[src/rtl/uart_tx_arbiter_if.sv]
// Byte-stream bus between NREQ requesters, the arbiter and the UART TX byte input.
// master = requester/UART side, slave = arbiter side.
interface uart_tx_arbiter_if #(
  parameter int NREQ   = 4,
  parameter int DATA_W = 8
);
  logic [NREQ-1:0]        req_valid;
  logic [NREQ*DATA_W-1:0] req_data;
  logic [NREQ-1:0]        req_last;
  logic [NREQ-1:0]        req_ready;
  logic                   tx_valid;
  logic [DATA_W-1:0]      tx_data;
  logic                   tx_ready;

  modport master (
    output req_valid, req_data, req_last, tx_ready,
    input  req_ready, tx_valid, tx_data
  );

  modport slave (
    input  req_valid, req_data, req_last, tx_ready,
    output req_ready, tx_valid, tx_data
  );
endinterface

[src/rtl/uart_tx_arbiter.sv]
// Round-robin UART TX sharer with per-message grant locking and an idle watchdog.
// Define UART_ARB_PRIO0_EN to give requester 0 absolute priority at each IDLE decision.
module uart_tx_arbiter #(
  parameter  int NREQ    = 4,
  parameter  int DATA_W  = 8,
  parameter  int TIMEOUT = 255,
  localparam int GW      = $clog2(NREQ)
) (
  input  logic                  clk,
  input  logic                  resetn,
  input  logic                  enable,
  uart_tx_arbiter_if.slave      bus,
  output logic [GW-1:0]         grant_id,
  output logic                  busy,
  output logic                  abort
);

  localparam int CW = (TIMEOUT > 0) ? $clog2(TIMEOUT + 1) : 1;

  typedef enum logic {IDLE, XFER} state_t;

  state_t            state_q, state_d;
  logic [GW-1:0]     ptr_q, ptr_d;
  logic [GW-1:0]     grant_q, grant_d;
  logic [CW-1:0]     idle_q, idle_d;
  logic [GW:0]       pick;
  logic              tx_valid;
  logic [NREQ-1:0]   req_ready;
  logic              timeout_hit;

  // Returns {found, index}: first valid requester after p, wrapping modulo NREQ.
  function automatic logic [GW:0] rr_pick(input logic [GW-1:0] p, input logic [NREQ-1:0] v);
    logic [GW:0]   r;
    logic [GW-1:0] c;
    r = {1'b0, p};
    for (int k = NREQ; k >= 1; k--) begin
      c = GW'((int'(p) + k) % NREQ);
      if (v[c]) r = {1'b1, c};
    end
    return r;
  endfunction

  assign pick        = rr_pick(ptr_q, bus.req_valid);
  assign timeout_hit = (TIMEOUT > 0) && (idle_q == CW'(TIMEOUT));

`ifdef UART_ARB_PRIO0_EN
  logic prio_q, prio_d;
`endif

  always_comb begin
    state_d   = state_q;
    ptr_d     = ptr_q;
    grant_d   = grant_q;
    idle_d    = '0;
    abort     = 1'b0;
    tx_valid  = 1'b0;
    req_ready = '0;
`ifdef UART_ARB_PRIO0_EN
    prio_d    = prio_q;
`endif
    case (state_q)
      IDLE: begin
`ifdef UART_ARB_PRIO0_EN
        if (enable && bus.req_valid[0]) begin
          grant_d = '0;
          prio_d  = 1'b1;
          state_d = XFER;
        end else if (enable && pick[GW]) begin
          grant_d = pick[GW-1:0];
          prio_d  = 1'b0;
          state_d = XFER;
        end
`else
        if (enable && pick[GW]) begin
          grant_d = pick[GW-1:0];
          state_d = XFER;
        end
`endif
      end
      XFER: begin
        // The watchdog outranks a valid that shows up on the expiry cycle.
        if (timeout_hit) begin
          abort   = 1'b1;
          ptr_d   = grant_q;
          state_d = IDLE;
        end else begin
          tx_valid           = bus.req_valid[grant_q];
          req_ready[grant_q] = bus.tx_ready;
          if (tx_valid && bus.tx_ready && bus.req_last[grant_q]) begin
`ifdef UART_ARB_PRIO0_EN
            if (!prio_q) ptr_d = grant_q;
`else
            ptr_d = grant_q;
`endif
            state_d = IDLE;
          end
          if (!tx_valid && (TIMEOUT > 0)) idle_d = idle_q + 1'b1;
        end
      end
      default: state_d = IDLE;
    endcase
  end

  always_ff @(posedge clk or negedge resetn) begin
    if (!resetn) begin
      state_q <= IDLE;
      ptr_q   <= GW'(NREQ - 1);
      grant_q <= '0;
      idle_q  <= '0;
    end else begin
      state_q <= state_d;
      ptr_q   <= ptr_d;
      grant_q <= grant_d;
      idle_q  <= idle_d;
    end
  end

`ifdef UART_ARB_PRIO0_EN
  always_ff @(posedge clk or negedge resetn) begin
    if (!resetn) prio_q <= 1'b0;
    else         prio_q <= prio_d;
  end
`endif

  assign bus.tx_valid  = tx_valid;
  assign bus.req_ready = req_ready;
  assign bus.tx_data   = bus.req_data[grant_q*DATA_W +: DATA_W];
  assign grant_id      = grant_q;
  assign busy          = (state_q == XFER);

endmodule

[src/flat_wrapper.sv]
// flat-port wrapper written by rule: the top's interface ports become plain ports
module uart_tx_arbiter_flat 
#(
  parameter  int NREQ    = 4,
  parameter  int DATA_W  = 8,
  parameter  int TIMEOUT = 255,
  localparam int GW      = $clog2(NREQ)
)
  (clk, resetn, enable, grant_id, busy, abort, bus_req_valid, bus_req_data, bus_req_last, bus_tx_ready, bus_req_ready, bus_tx_valid, bus_tx_data);
  uart_tx_arbiter_if #(.NREQ(NREQ), .DATA_W(DATA_W)) bus_i ();
  input  logic clk;
  input  logic resetn;
  input  logic enable;
  output logic [GW-1:0] grant_id;
  output logic busy;
  output logic abort;
  input wire logic [$bits(bus_i.req_valid)-1:0] bus_req_valid;
  input wire logic [$bits(bus_i.req_data)-1:0] bus_req_data;
  input wire logic [$bits(bus_i.req_last)-1:0] bus_req_last;
  input wire logic [$bits(bus_i.tx_ready)-1:0] bus_tx_ready;
  output wire logic [$bits(bus_i.req_ready)-1:0] bus_req_ready;
  output wire logic [$bits(bus_i.tx_valid)-1:0] bus_tx_valid;
  output wire logic [$bits(bus_i.tx_data)-1:0] bus_tx_data;
  assign bus_i.req_valid = bus_req_valid;
  assign bus_i.req_data = bus_req_data;
  assign bus_i.req_last = bus_req_last;
  assign bus_i.tx_ready = bus_tx_ready;
  assign bus_req_ready = bus_i.req_ready;
  assign bus_tx_valid = bus_i.tx_valid;
  assign bus_tx_data = bus_i.tx_data;
  uart_tx_arbiter #(.NREQ(NREQ), .DATA_W(DATA_W), .TIMEOUT(TIMEOUT)) u_core (.clk(clk), .resetn(resetn), .enable(enable), .bus(bus_i), .grant_id(grant_id), .busy(busy), .abort(abort));
endmodule
[config.mk]
export PLATFORM = sky130hd
export DESIGN_NAME = uart_tx_arbiter_flat
export DESIGN_NICKNAME = d
export VERILOG_FILES = /design/src/rtl/uart_tx_arbiter_if.sv /design/src/rtl/uart_tx_arbiter.sv /design/src/flat_wrapper.sv
export SDC_FILE = /design/constraint.sdc
export NUM_CORES = 1
export LEC_CHECK = 0
export ABC_AREA = 0
export CORE_MARGIN = 4
export CORE_UTILIZATION = 38
export CTS_BUF_LIST = sky130_fd_sc_hd__clkbuf_4
export DETAILED_ROUTE_END_ITERATION = 7
export PLACE_DENSITY = 0.84
export RECOVER_POWER = 100
export SYNTH_ARGS = -nofsm -noshare
export SYNTH_HDL_FRONTEND = slang
export SYNTH_SLANG_ARGS = --single-unit
[constraint.sdc]
create_clock -name clk -period 2.05 [get_ports clk]
set_clock_uncertainty 0.05 [all_clocks]
set_input_delay 0.205 -clock clk [delete_from_list [all_inputs] [get_ports clk]]
set_output_delay 0.205 -clock clk [all_outputs]
set_load 0.01 [all_outputs]
Word level (Yosys, flattened, before mapping)
Index checks and enable logic that the tools add are counted.
{ "op_classes": {"order_cmp": 6, "n_shift": 1, "n_mux": 33, "n_eq_ne": 1, "bitwise": 2, "n_reduce_logical": 7, "n_addsub": 5} }
{ "ops": {"columns": ["cell", "n"], "rows": [
  ["32-bit by 6-bit variable part select with 8-bit output", 1],
  ["8-bit two-way mux", 3],
  ["2-bit by 3-bit less-than comparator with 1-bit output, second input constant", 5],
  ["1-bit two-way mux", 14],
  ["1-bit binary-select mux with 2-bit select", 6],
  ["3-bit two-way mux", 4],
  ["8-bit by 1-bit adder with 8-bit output, second input constant", 1],
  ["8-bit == test, second input constant", 1],
  ["4-bit two-way mux", 2],
  ["2-bit by 1-bit adder with 2-bit output, second input constant", 2],
  ["2-bit adder, second input constant", 2],
  ["4-bit bitwise AND", 1],
  ["1-bit logical AND", 4],
  ["2-bit two-way mux", 2],
  ["2-bit AND reduction", 2],
  ["1-bit demux with 2-bit select", 1],
  ["2-bit by 1-bit greater-or-equal comparator with 1-bit output, second input constant", 1],
  ["1-bit case mux with 2 select lines", 1],
  ["2-bit nonzero test", 1],
  ["1-bit inverter", 1]
]} }
{ "totals": {"word_cells": 59, "output_inout_bits": 17, "reg_bits": 13} }

Depth between registers and ports, before layout
Gate-level depths: netlist of the first run.
{ "logic_depth": {"ltp_word": 10, "mapped_depth": 6, "depth_no_buf": 5} }

Worst setup path after synthesis of the first run
No wires, ideal clock.
{ "synth_path": {"path_kind": "flip-flop to output port", "from": "register u_core.idle_q[0]", "to": "output port bus_req_ready[0]", "arrival_time_ps": 1479, "stages_incl_launch_ff": 7, "path_slack_ps": 316, "required_time_ps": 1795, "cell_sequence": "dfrtp_1 ha_1 nand4_1 or2_0 clkbuf_2 nand3_1 nor3_1"} }
{ "synth_via": {"elab_chain_len": 3} }
{ "synth_lines": {"columns": ["item", "line", "rtl"], "rows": [
  ["from (decl)", "uart_tx_arbiter.sv:25", "logic [CW-1:0] idle_q, idle_d;"],
  ["from (signal assigned)", "uart_tx_arbiter.sv:114", "idle_q <= idle_d;"],
  ["8-bit == test", "uart_tx_arbiter.sv:44", "assign timeout_hit = (TIMEOUT > 0) && (idle_q == CW'(TIMEOUT));"],
  ["4-bit two-way mux", "uart_tx_arbiter.sv:82", "if (timeout_hit) begin"],
  ["4-bit two-way mux", "uart_tx_arbiter.sv:61", "case (state_q)"],
  ["to (decl)", "flat_wrapper.sv:21", "output wire logic [$bits(bus_i.req_ready)-1:0] bus_req_ready;"]
]} }
No other way between the ends.

Final worst setup path of the first run
{ "layout_path": {"from": "register u_core.idle_q[0]", "to": "output port bus_req_ready[3]"} }
The elaborated chain is that of the path after synthesis.

==> run_results.csv, run 1 <==
group,metric,value,unit
cells_and_area,final_nets,224,
power_and_ir_drop,vdd_drop_max,0.7857,mV
timing,max_slew_margin,0.6281,
cells_and_area,fill_cells,212,
worst_setup_path,timing.rr.end,"u_core.idle_q[7]",
global_routing,grtUsageMet2,0.3410,
yosys,synthCells,101,
yosys,ys.flop_type,"dfrtp_1",
worst_setup_path,cp.arrival,1.73,ns
power_and_ir_drop,power_density,935.5,nW/µm²
global_routing,grt_max_degree,15,
worst_setup_path,cp_max_fo,4,
die,io_pins,61,
cts,insertion_delay,0.28,ns
status,outcome,"finished, final reports clean",
power_and_ir_drop,p_leak,0.0007578,µW
global_routing,grtUsageTotal,0.1887,
drt,postRouteAntennaNets,0,
timing,slew_viol_final,0,
cells_and_area,seq_area,327.8,µm²
worst_setup_path,ff2ff_path_depth,4,
cts,clock_path_buffers,2,
place,io_buffers,60,
global_routing,grt_pass1_vias,1161,
drt,drtPass1Iterations,4,
yosys,synth_edf_count,0,
global_routing,antenna_found_initial,0,
worst_setup_path,startpoint_type,"flip-flop",
yosys,synthTopCellsByCount,"dfrtp_1, nand3_1, nor2_1",
drt,drtIter0Drc,39,
cts,numCtsBuffers,3,
cells_and_area,multi_input_area,644.4,µm²
worst_setup_path,reg2reg_from,"u_core.grant_id[1]",
worst_setup_path,worst-endpoint-required,1.79,ns
timing,min_period,1.988,ns
cells_and_area,diodes,0,
yosys,synth.avg_cell_area,10.10,µm²
timing,finalSetupViolCount,0,
yosys,yosys.area.top_type,"dfrtp_1",
yosys,syn-num-nets,146,
drt,vias,1122,
drt,routedWlPerCell,16.49,µm
timing,whs,0.2990,ns
die,dieWidth,59.80,µm
worst_setup_path,crit_start,"u_core.idle_q[0]",
yosys,yosys_warnings,0,
die,design.core.area,2522,µm²
timing,finalHoldViolCount,0,
global_routing,busiest_layer,"met2",
cts,root_buffer,"clkbuf_4",
worst_setup_path,worstSetupPathType,"flip-flop to output pin",
die,die_height,59.80,µm
cts,htreeDepth,1,
cts,clock-sinks,13,
place,dp_hpwl,2.835,mm
global_routing,use_met3,0.04968,
worst_setup_path,cp-endpoint,"bus_req_ready[3]",
drt,drc_errors,0,
worst_setup_path,rrSetupSlack,0.32,ns
yosys,mappedNetlistArea,1020,µm²
drt,viasPerCell,5.394,
cells_and_area,fin_area,1764,µm²
cells_and_area,syn_to_final_growth,73.01,%
job,maxCapViolCount,0,
cts,clk_pin_slew,0.08,ns
worst_setup_path,endpoint_kind,"output pin",
place,place.gp.congestion,0.8628,
yosys,async_reset_ff_frac,1.000,
drt,wl,3.430,mm
yosys,synth_seq_cells,13,
die,initial_core_util,0.4043,
power_and_ir_drop,total_power,1650,µW
global_routing,grt_pass1_wl,5.175,mm
timing,fin_crit_sh,0.9699,
die,rows,18,
die,dieArea,3576,µm²
yosys,netlist.area_leader.share,0.2699,
timing,fmax,503.0,MHz
cells_and_area,final_util,0.6994,
yosys,ys_types,34,
global_routing,grt_overflow,0,
yosys,seq_area_frac_synth,0.3215,
timing,worst_pin_slew,0.5560,ns
place,place_area,1734,µm²
cts,cts_tree,"built",
timing,tns,0,ns
cts,holdBufCountCts,0,
global_routing,use_met1,0.2146,
yosys,synth_area_leaders,"dfrtp_1, mux4_2, nand3_1",
min_path,worstHoldPathType,"input port to async pin",
cells_and_area,drive_above_1_share,0.2191,
==> sequential cells by signal, summed over array words and instances, names as in the netlist <==
name,count
u_core.busy,1
u_core.grant_id,2
u_core.idle_q,8
u_core.ptr_q,2
==> worst min-delay path by stage <==
stage | start | end | slack [ns] | cells after the start
floorplan | resetn | u_core.busy | -0.14 | 0
global placement | u_core.ptr_q[1] | u_core.ptr_q[1] | 0.47 | 2
detailed placement | u_core.ptr_q[1] | u_core.ptr_q[1] | 0.49 | 2
CTS | resetn | u_core.idle_q[2] | 0.25 | 1
global route | resetn | u_core.idle_q[2] | 0.32 | 1
finish | resetn | u_core.idle_q[2] | 0.30 | 1
==> cell usage in the layout (no fill, tap or decap) <==
| cell | Yosys | layout |
|---|---|---|
| a21oi_1 | 2 | 2 |
| a311oi_1 | 1 | 1 |
| a31oi_1 | 1 | 1 |
| a41oi_1 | 1 | 1 |
| and3_1 | 3 | 4 |
| buf_4 | 1 | 13 |
| buf_6 | 0 | 2 |
| clkbuf_2 | 1 | 4 |
| clkbuf_4 | 0 | 5 |
| clkdlybuf4s15_1 | 0 | 1 |
| clkdlybuf4s50_1 | 0 | 42 |
| dfrtp_1 | 11 | 11 |
| dfstp_2 | 2 | 2 |
| dlygate4sd2_1 | 0 | 10 |
| dlygate4sd3_1 | 0 | 4 |
| ha_2 | 0 | 1 |
| inv_1 | 4 | 5 |
| mux2_4 | 1 | 1 |
| mux4_1 | 1 | 1 |
| mux4_2 | 9 | 9 |
| nand2_1 | 5 | 5 |
| nand2b_1 | 2 | 2 |
| nand3_1 | 11 | 10 |
| nand3_2 | 0 | 1 |
| nand3b_1 | 0 | 1 |
| nand4_1 | 1 | 1 |
| nor2_1 | 11 | 11 |
| nor2b_1 | 3 | 3 |
| nor3_1 | 5 | 5 |
| nor4_1 | 2 | 2 |
| o211ai_1 | 3 | 3 |
| o21ai_0 | 5 | 5 |
| or2_4 | 0 | 1 |
| or2b_1 | 1 | 1 |
| or4_1 | 1 | 1 |
| xnor2_1 | 1 | 1 |
| xor2_1 | 5 | 5 |
==> timing repair <==
action | 4_1_cts | 5_1_grt
buffers inserted | 3 | 1
pin swaps | 1 | 3
gates resized for setup | 19 | 8
setup endpoints to repair | 13 | 6
==> area by class of cell <==
class | instances | area share
multi-input cells | 79 | 0.3652
flip-flops and latches | 13 | 0.1858
repair buffers | 77 | 0.4000
well taps | 30 | 0.02128
inverters | 5 | 0.01064
clock buffers | 4 | 0.01702
==> cell families (layout without fill, tap and decap cells) <==
family / count (synthesis) / in the layout / share of synthesized area
AND/OR/NAND/NOR: 48 / 48 / 0.2565
AO/OA/AOI/OAI: 13 / 13 / 0.07976
flip-flops: 13 / 13 / 0.3215
multiplexers: 11 / 11 / 0.2393
buffers and inverters: 9 / 86 / 0.03925
XOR/XNOR: 6 / 6 / 0.05153
adder cells (fa/ha/maj): 1 / 1 / 0.01227
==> metrics by stage <==
| stage | setup slack, ns | instances |
|---|---|---|
| after global placement | -0.07365 | 200 |
| final | 0.06180 | 208 |
| after CTS | -0.01401 | 207 |
| after detailed placement | -0.07361 | 200 |
| after global routing | -0.01436 | 208 |
| after floorplan | 0.3162 | 101 |
==> layer usage <==
layer,wire length [µm],part of all wire
met5,0,0
met4,44,0.013
met3,416,0.12
met2,1644,0.48
met1,1325,0.39
==> worst max-delay path, cell delays in order (launching register included) <==
cell and delay (ns):
dfrtp_1 0.36, ha_2 0.20, nand4_1 0.14, or2_4 0.30, nand3_2 0.11, nor3_1 0.06
dlygate4sd2_1 0.28
==> power by group <==
| group | switching, µW | leakage [µW] | internal (µW) |
|---|---|---|---|
| Combinational | 477 | 0.000574 | 598 |
| Sequential | 72.1 | 0.000166 | 331 |
| Clock | 82.5 | 0.0000184 | 88.7 |
| Total | 632 | 0.000758 | 1020 |
No activity file was read; power rests on OpenSTA's default activity.
==> inputs of run 2 (changes only) <==
CAP_MARGIN = 40   (was unset)
CTS_CLUSTER_SIZE = 24   (was unset)
==> results of run 2 <==
Same layout as run 1: the final DEF is identical, and so are final timing and power.
